<file path="src/rtl/clk_divider_bank.sv">
// Bank of independent programmable clock dividers / tick generators.
// Divisor writes are shadowed and only take effect at a period boundary.
module clk_divider_bank #(
    parameter  int NUM_CH  = 4,
    parameter  int CNT_W   = 27,
    parameter  int DEF_DIV = 50_000_000,
    localparam int LCH_W   = (NUM_CH > 1) ? $clog2(NUM_CH) : 1
) (
    input  logic              CLK,
    input  logic              reset,
    input  logic [NUM_CH-1:0] en,
    input  logic [NUM_CH-1:0] mode,
    input  logic              load,
    input  logic [LCH_W-1:0]  load_ch,
    input  logic [CNT_W-1:0]  load_div,
    output logic [NUM_CH-1:0] out_clk,
    output logic [NUM_CH-1:0] tick,
    output logic [NUM_CH-1:0] pending
);

    localparam logic [CNT_W-1:0] DEF_DIV_C = CNT_W'(DEF_DIV);
    localparam logic [CNT_W-1:0] ZERO_C    = {CNT_W{1'b0}};
    localparam logic [CNT_W-1:0] ONE_C     = {{(CNT_W-1){1'b0}}, 1'b1};

    for (genvar ch = 0; ch < NUM_CH; ch++) begin : g_ch
        logic [CNT_W-1:0] cnt_r, cnt_s;
        logic [CNT_W-1:0] active_r, active_s;
        logic [CNT_W-1:0] shadow_r, shadow_s;
        logic [CNT_W-1:0] div_eff_s;
        logic             pending_r, pending_s;
        logic             mode_r, mode_s;
        logic             out_r, out_s;
        logic             tick_r, tick_s;
        logic             wr_s, wrap_s;

        // Write decode, effective divisor (0 behaves as 1) and wrap detection
        always_comb begin
            wr_s = load && (load_ch == LCH_W'(ch));
            if (active_r == ZERO_C) begin
                div_eff_s = ONE_C;
            end else begin
                div_eff_s = active_r;
            end
            wrap_s = en[ch] && (cnt_r >= (div_eff_s - ONE_C));
        end

        // Next-state for counter, outputs, mode latch and divisor shadowing
        always_comb begin
            cnt_s     = cnt_r;
            tick_s    = tick_r;
            out_s     = out_r;
            mode_s    = mode_r;
            active_s  = active_r;
            shadow_s  = shadow_r;
            pending_s = pending_r;

            if (!en[ch]) begin
                cnt_s  = ZERO_C;
                tick_s = 1'b0;
                out_s  = 1'b0;
                mode_s = mode[ch];
            end else if (wrap_s) begin
                cnt_s  = ZERO_C;
                tick_s = 1'b1;
                out_s  = mode_r ? 1'b1 : ~out_r;
            end else begin
                cnt_s  = cnt_r + ONE_C;
                tick_s = 1'b0;
                out_s  = mode_r ? 1'b0 : out_r;
            end

            // A running channel between boundaries must defer the new divisor
            if (wr_s) begin
                shadow_s = load_div;
                if (en[ch] && !wrap_s) begin
                    pending_s = 1'b1;
                end else begin
                    active_s  = load_div;
                    pending_s = 1'b0;
                end
            end else if (pending_r && (!en[ch] || wrap_s)) begin
                active_s  = shadow_r;
                pending_s = 1'b0;
            end else begin
                active_s  = active_r;
            end
        end

        // Channel state register with asynchronous reset
        always_ff @(posedge CLK or posedge reset) begin
            if (reset) begin
                cnt_r     <= ZERO_C;
                tick_r    <= 1'b0;
                out_r     <= 1'b0;
                mode_r    <= 1'b0;
                active_r  <= DEF_DIV_C;
                shadow_r  <= DEF_DIV_C;
                pending_r <= 1'b0;
            end else begin
                cnt_r     <= cnt_s;
                tick_r    <= tick_s;
                out_r     <= out_s;
                mode_r    <= mode_s;
                active_r  <= active_s;
                shadow_r  <= shadow_s;
                pending_r <= pending_s;
            end
        end

        assign out_clk[ch] = out_r;
        assign tick[ch]    = tick_r;
        assign pending[ch] = pending_r;
    end

endmodule

</file>
<file path="config.mk">
export PLATFORM = sky130hd
export DESIGN_NAME = clk_divider_bank
export DESIGN_NICKNAME = d
export VERILOG_FILES = /design/src/rtl/clk_divider_bank.sv
export SDC_FILE = /design/constraint.sdc
export NUM_CORES = 1
export LEC_CHECK = 0
export CAP_MARGIN = 10
export CORE_ASPECT_RATIO = 0.9
export CORE_MARGIN = 8
export CORE_UTILIZATION = 45
export DETAILED_ROUTE_END_ITERATION = 8
export HOLD_SLACK_MARGIN = 0.15
export SLEW_MARGIN = 30
export SYNTH_ARGS = -nofsm -noshare
export SYNTH_HDL_FRONTEND = slang
export SYNTH_SLANG_ARGS = --single-unit
</file>
<file path="constraint.sdc">
create_clock -name CLK -period 31.5 [get_ports CLK]
set_input_delay 3.15 -clock CLK [delete_from_list [all_inputs] [get_ports CLK]]
set_output_delay 3.15 -clock CLK [all_outputs]
set_load 0.01 [all_outputs]
</file>
; ---- Word level (Yosys, flattened, before mapping)
; Index checks and enable logic that the tools add are counted.
[totals]
reg_bits = 340
input_bits = 40
output_inout_bits = 12
word_cells = 156
[classes]
add_sub_neg = 8
order_cmp = 4
n_eq_ne = 11
mux = 60
n_bitwise = 4
reduce_logical = 41
[ops]
columns = cell, n
row1 = $mux 27, 24
row2 = $add 27x1->27 const B, 4
row3 = $ge 27x27->1, 4
row4 = $logic_not 27->1, 4
row5 = $sub 27x1->27 const B, 4
row6 = $mux 1, 36
row7 = $logic_and 1x1->1, 16
row8 = $ne 3x1->1 const B, 4
row9 = $logic_not 1->1, 8
row10 = $ne 2x2->1 const B, 4
row11 = $reduce_and 2->1, 4
row12 = $reduce_bool 2->1, 4
row13 = $eq 2x2->1 const B, 2
row14 = $logic_or 1x1->1, 4
row15 = $not 1->1, 4
row16 = $eq 2x1->1 const B, 1
row17 = $logic_not 2->1, 1

; ---- Depth between registers and ports, before layout
[depth]
ltp_word = 9
mapped_depth = 20
ltp_nobuf = 19

; ---- Least setup slack after synthesis
; No wires, ideal clock.
[synth_path]
path_kind = register -> register
start = reg g_ch[1].active_r[21]
end = reg g_ch[1].active_r[26]
setup_time_ns = 0.125
arrival_time_ns = 4.865
t_required_ns = 31.375
setup_slack_ns = 26.510
stages_incl_launch_ff = 21
n_path_buf = 1
synth_period_minus_slack_ns = 4.990
path_cell_list = dfstp_2 -> or4_1 -> or2_2 -> nor3_1 -> and3_1 -> nor2_1 -> ha_1 -> or4b_2 -> nor4_1 -> nand3_1 -> nor4_2 -> nand2b_1 -> xor2_1 -> ha_1 -> nand3_1 -> nor3_1 -> nand2_1 -> a2bb2oi_2 -> a31oi_2 -> buf_2 -> mux2_2
[synth_via]
elab_chain_cells = 9
word_cells_on_any_way = 12
cone_classes = 1 x add/sub / 1 x order compare / 1 x eq/ne / 1 x mux / 8 x reduce/logical
[synth_rtl]
columns = item, line_no
row1 = start: declaration, 27  ; logic [CNT_W-1:0] active_r, active_s;
row2 = start signal: assignment, 104  ; active_r <= active_s;
row3 = $logic_not 27->1, 39  ; if (active_r == ZERO_C) begin
row4 = $mux 27 *, 39
row5 = $sub 27x1->27 *, 44  ; wrap_s = en[ch] && (cnt_r >= (div_eff_s - ONE_C));
row6 = $ge 27x27->1 *, 44
row7 = $logic_and 1x1->1 *, 44
row8 = $logic_not 1->1 or $logic_or 1x1->1 (tied branches), "75, 81"
row9 = $logic_and 1x1->1 (on tied branches), "75, 81"
row10 = $ne 2x2->1 (no line) or $reduce_bool 2->1 (tied branches), n/a
row11 = $reduce_and 2->1 (no line) *, n/a
; Every way passes the cells marked *; elsewhere a longest branch is shown, timed or not.
; A chain may end at the register's enable or synchronous reset.

; ---- Final worst setup path
[layout_path]
start = reg g_ch[3].active_r[6]
end = reg g_ch[3].active_r[26]
[layout_via]
elab_chain_cells = 9
word_cells_on_any_way = 12
cone_classes = 1 x add/sub / 1 x order compare / 1 x eq/ne / 1 x mux / 8 x reduce/logical
[layout_rtl]
columns = item, line_no
row1 = start: declaration, 27
row2 = start signal: assignment, 104
row3 = $logic_not 27->1, 39
row4 = $mux 27 *, 39
row5 = $sub 27x1->27 *, 44
row6 = $ge 27x27->1 *, 44
row7 = $logic_and 1x1->1 *, 44
row8 = $logic_not 1->1 or $logic_or 1x1->1 (tied branches), "75, 81"
row9 = $logic_and 1x1->1 (on tied branches), "75, 81"
row10 = $ne 2x2->1 (no line) or $reduce_bool 2->1 (tied branches), n/a
row11 = $reduce_and 2->1 (no line) *, n/a
; Marks and branches as above.

==> out/qor.csv <==
stage;metric;value;unit
run_status;status;finished, final reports clean;
floorplanning;num_rows;71;
logic_synthesis;yosysWarnings;0;
job;max-cap-violations;0;
logic_synthesis;syn-cell-area;18900;sq um
clock_network;h-tree-depth;2;
floorplanning;die_w;232;um
logic_synthesis;synth-seq-cells;340;
route;wl_per_cell;17.8;um
clock_network;post-cts-setup-buffer-count;0;
grt;grt_max_degree;137;
floorplanning;die_area;48800;sq um
route;drt_iter0_drc;647;
layout;final_cell_mix;dfrtp_1 (244), nor2_1 (212), mux2_2 (189), ha_1 (116), nand2_1 (110);
clock_network;cts_hold_buf;0;
layout;stdcell_count;2389;
clock_network;cts-root-buf;clkbuf_16;
logic_synthesis;ys.flop_type;dfrtp_1;
place;gp_congestion;0.831;
clock_network;cts_resized;0;
setup_path;critical_path.endpoint_type;register;
setup_path;worst-path-max-fanout;29;
layout;layout.nets;1966;
route;vias;13100;
place;dp.cells;2316;
grt;grt_pass1_wl;70700;um
timing;tightest_slew;0.921;ns
floorplanning;coreArea;41700;sq um
power_and_ir_drop;leakagePower;0.00891;uW
route;routed_wl;42600;um
timing;drv_slew;0;
grt;antenna_found_initial;2;
layout;areaGrowthSynthToFinish;12.4;%
logic_synthesis;synthCells;1770;
timing;setup_tns;0;ns
clock_network;clock_latency;0.55;ns
setup_path;path_class;register to register;
floorplanning;start_util;0.454;
logic_synthesis;synth-async-reset-ratio;1.00;
timing;relSlewSlack;0.370;
route;ant_nets;0;
timing;fin_crit_sh;0.188;
timing;setup_ws;25.57;ns
min_path;worst_hold_path_type;register to register;
timing;period_minus_slack;5.93;ns
grt;grt.total_usage;0.177;
timing;setup_viol;0;
clock_network;tritoncts;yes;
grt;grt.overflow.total;0;
route;drc;0;
layout;layout_commonest_cell;dfrtp_1;
layout;final_util;0.510;
power_and_ir_drop;peakVddDrop;0.0000413;V
route;avgViaCountPerCell;5.50;
clock_network;cts.sinks;340;
power_and_ir_drop;finalPower;1360;uW
clock_network;cts.clk_slew.worst_paths;0.06;ns
timing;finalHoldViolCount;0;
setup_path;cp.arrival;6.34;ns
logic_synthesis;synth_edf_count;0;
setup_path;worstSetupStartpointType;register;
logic_synthesis;syn_nets;1926;
logic_synthesis;synth_cell_types;65;
logic_synthesis;syn_avg_cell_area;10.7;sq um
timing;fmax;0.169;GHz
place;place_worst_setup_slack;25.56;ns
route;firstDrtPassIters;4;
power_and_ir_drop;power_density;63.9;nW/um^2
grt;grt_pass1_vias;13400;
timing;clock_skew;0.0260;ns
place;io_buffers;51;
clock_network;cts_buffers;38;
place;dpl.hpwl;29600;um
logic_synthesis;ys_seq_area_frac;0.456;
setup_path;worstPathRequired;31.91;ns
clock_network;cts_buffer_depth;3;
floorplanning;fp.dieH;210;um
layout;fillers;3718;
floorplanning;pin_count;52;
timing;rsz0062_at_grt;false;
layout;drive_gt1_frac;0.224;
Yosys cell counts (28+ instances only):
cell / number / area [sq um]
nor3_1: 45 / 225
nor2_1: 212 / 796
mux2_2: 189 / 2130
nand4_1: 31 / 194
ha_1: 116 / 1450
inv_1: 57 / 214
nor4_1: 28 / 175
dfstp_2: 96 / 2520
clkbuf_1: 38 / 143
dfrtp_1: 244 / 6110
xnor2_1: 106 / 928
nand2_1: 110 / 413
xor2_1: 86 / 753
nand3_1: 80 / 400
o31ai_1: 28 / 210
a21oi_1: 48 / 240
where the power goes:
part           internal [uW]  switching [uW]
Sequential               535            70.3
Combinational            146             153
Clock                    269             185
sequential cells by signal, summed over array words and instances (netlist names):
| register | count |
|---|---|
| g_ch.cnt_r | 108 |
| g_ch.mode_r | 4 |
| g_ch.out_r | 4 |
| g_ch.pending_r | 4 |
| g_ch.shadow_r | 108 |
| g_ch.active_r | 108 |
| g_ch.tick_r | 4 |
worst paths after layout:
kind	start	endpoint	slack, ns	cells past startpoint
min in group asynchronous	reset	g_ch[1].cnt_r[16]$_DFF_PP0_	3.15	2
worst min register to register	g_ch[1].shadow_r[8]$_DFFE_PP0P_	g_ch[1].shadow_r[8]$_DFFE_PP0P_	0.49	1
max in group asynchronous	reset	g_ch[0].cnt_r[23]$_DFF_PP0_	27.11	3
worst min-delay path	g_ch[1].shadow_r[8]$_DFFE_PP0P_	g_ch[1].shadow_r[8]$_DFFE_PP0P_	0.49	1
worst max register to register	g_ch[3].active_r[6]$_DFFE_PP0P_	g_ch[3].active_r[26]$_DFFE_PP0P_	25.57	19
worst max-delay path	g_ch[3].active_r[6]$_DFFE_PP0P_	g_ch[3].active_r[26]$_DFFE_PP0P_	25.57	19
per-layer routing:
| layer | up-vias | share of wire | GRT usage |
|---|---|---|---|
| met3 | 71 | 0.036 | 0.0271 |
| met1 | 6519 | 0.48 | 0.243 |
| li1 | 6349 | - | - |
| met2 | 195 | 0.47 | 0.287 |
| met4 | 2 | 0.021 | 0.0501 |
| met5 | - | 0.00031 | 0 |
final cells by class:
class | instances | area, sq um | share of cell area
multi-input cells | 1305 | 9760 | 0.459
flip-flops and latches | 340 | 8630 | 0.406
clock buffers | 56 | 1100 | 0.0517
well taps | 547 | 684 | 0.0322
repair buffers | 68 | 666 | 0.0313
inverters | 57 | 226 | 0.0107
clock inverters | 14 | 179 | 0.00842
diodes | 2 | 5.00 | 0.000236
stage by stage:
step / hold WS (ns) / instance area (sq um)
global placement: 0.473 / 19900
finish: 0.491 / 21200
floorplan: 0.467 / 18900
global route: 0.502 / 21200
CTS: 0.495 / 21200
detailed placement: 0.482 / 19900
worst max-delay path: stages, from the launching register on:
cell and delay [ns]:
dfrtp_1 0.43, or4_1 0.63, nor4_2 0.38, nand3_1 0.16, nor4_1 0.29, nor2_1 0.11, ha_1 0.24, nand2_1 0.12
nor3b_2 0.08, nand2_1 0.13, nor2_1 0.07, xnor2_1 0.12, ha_1 0.27, nand3_1 0.09, or3_1 0.45, nor4_1 0.32
o31a_2 0.62, or4b_2 0.62, buf_4 0.51, a21oi_1 0.12
cells by family (layout without fill, tap and decap cells):
family          count (synthesis)  after routing  synth area share
flops                         340            340             0.456
simple gates                  613            613             0.158
mux                           194            194             0.116
compound gates                190            190            0.0742
xor+xnor                      192            192            0.0890
buf+inv                       125            195            0.0298
fa+ha+maj                     116            116            0.0768
other cells                     0              2                 0
No activity file was read; power rests on OpenSTA's default activity.
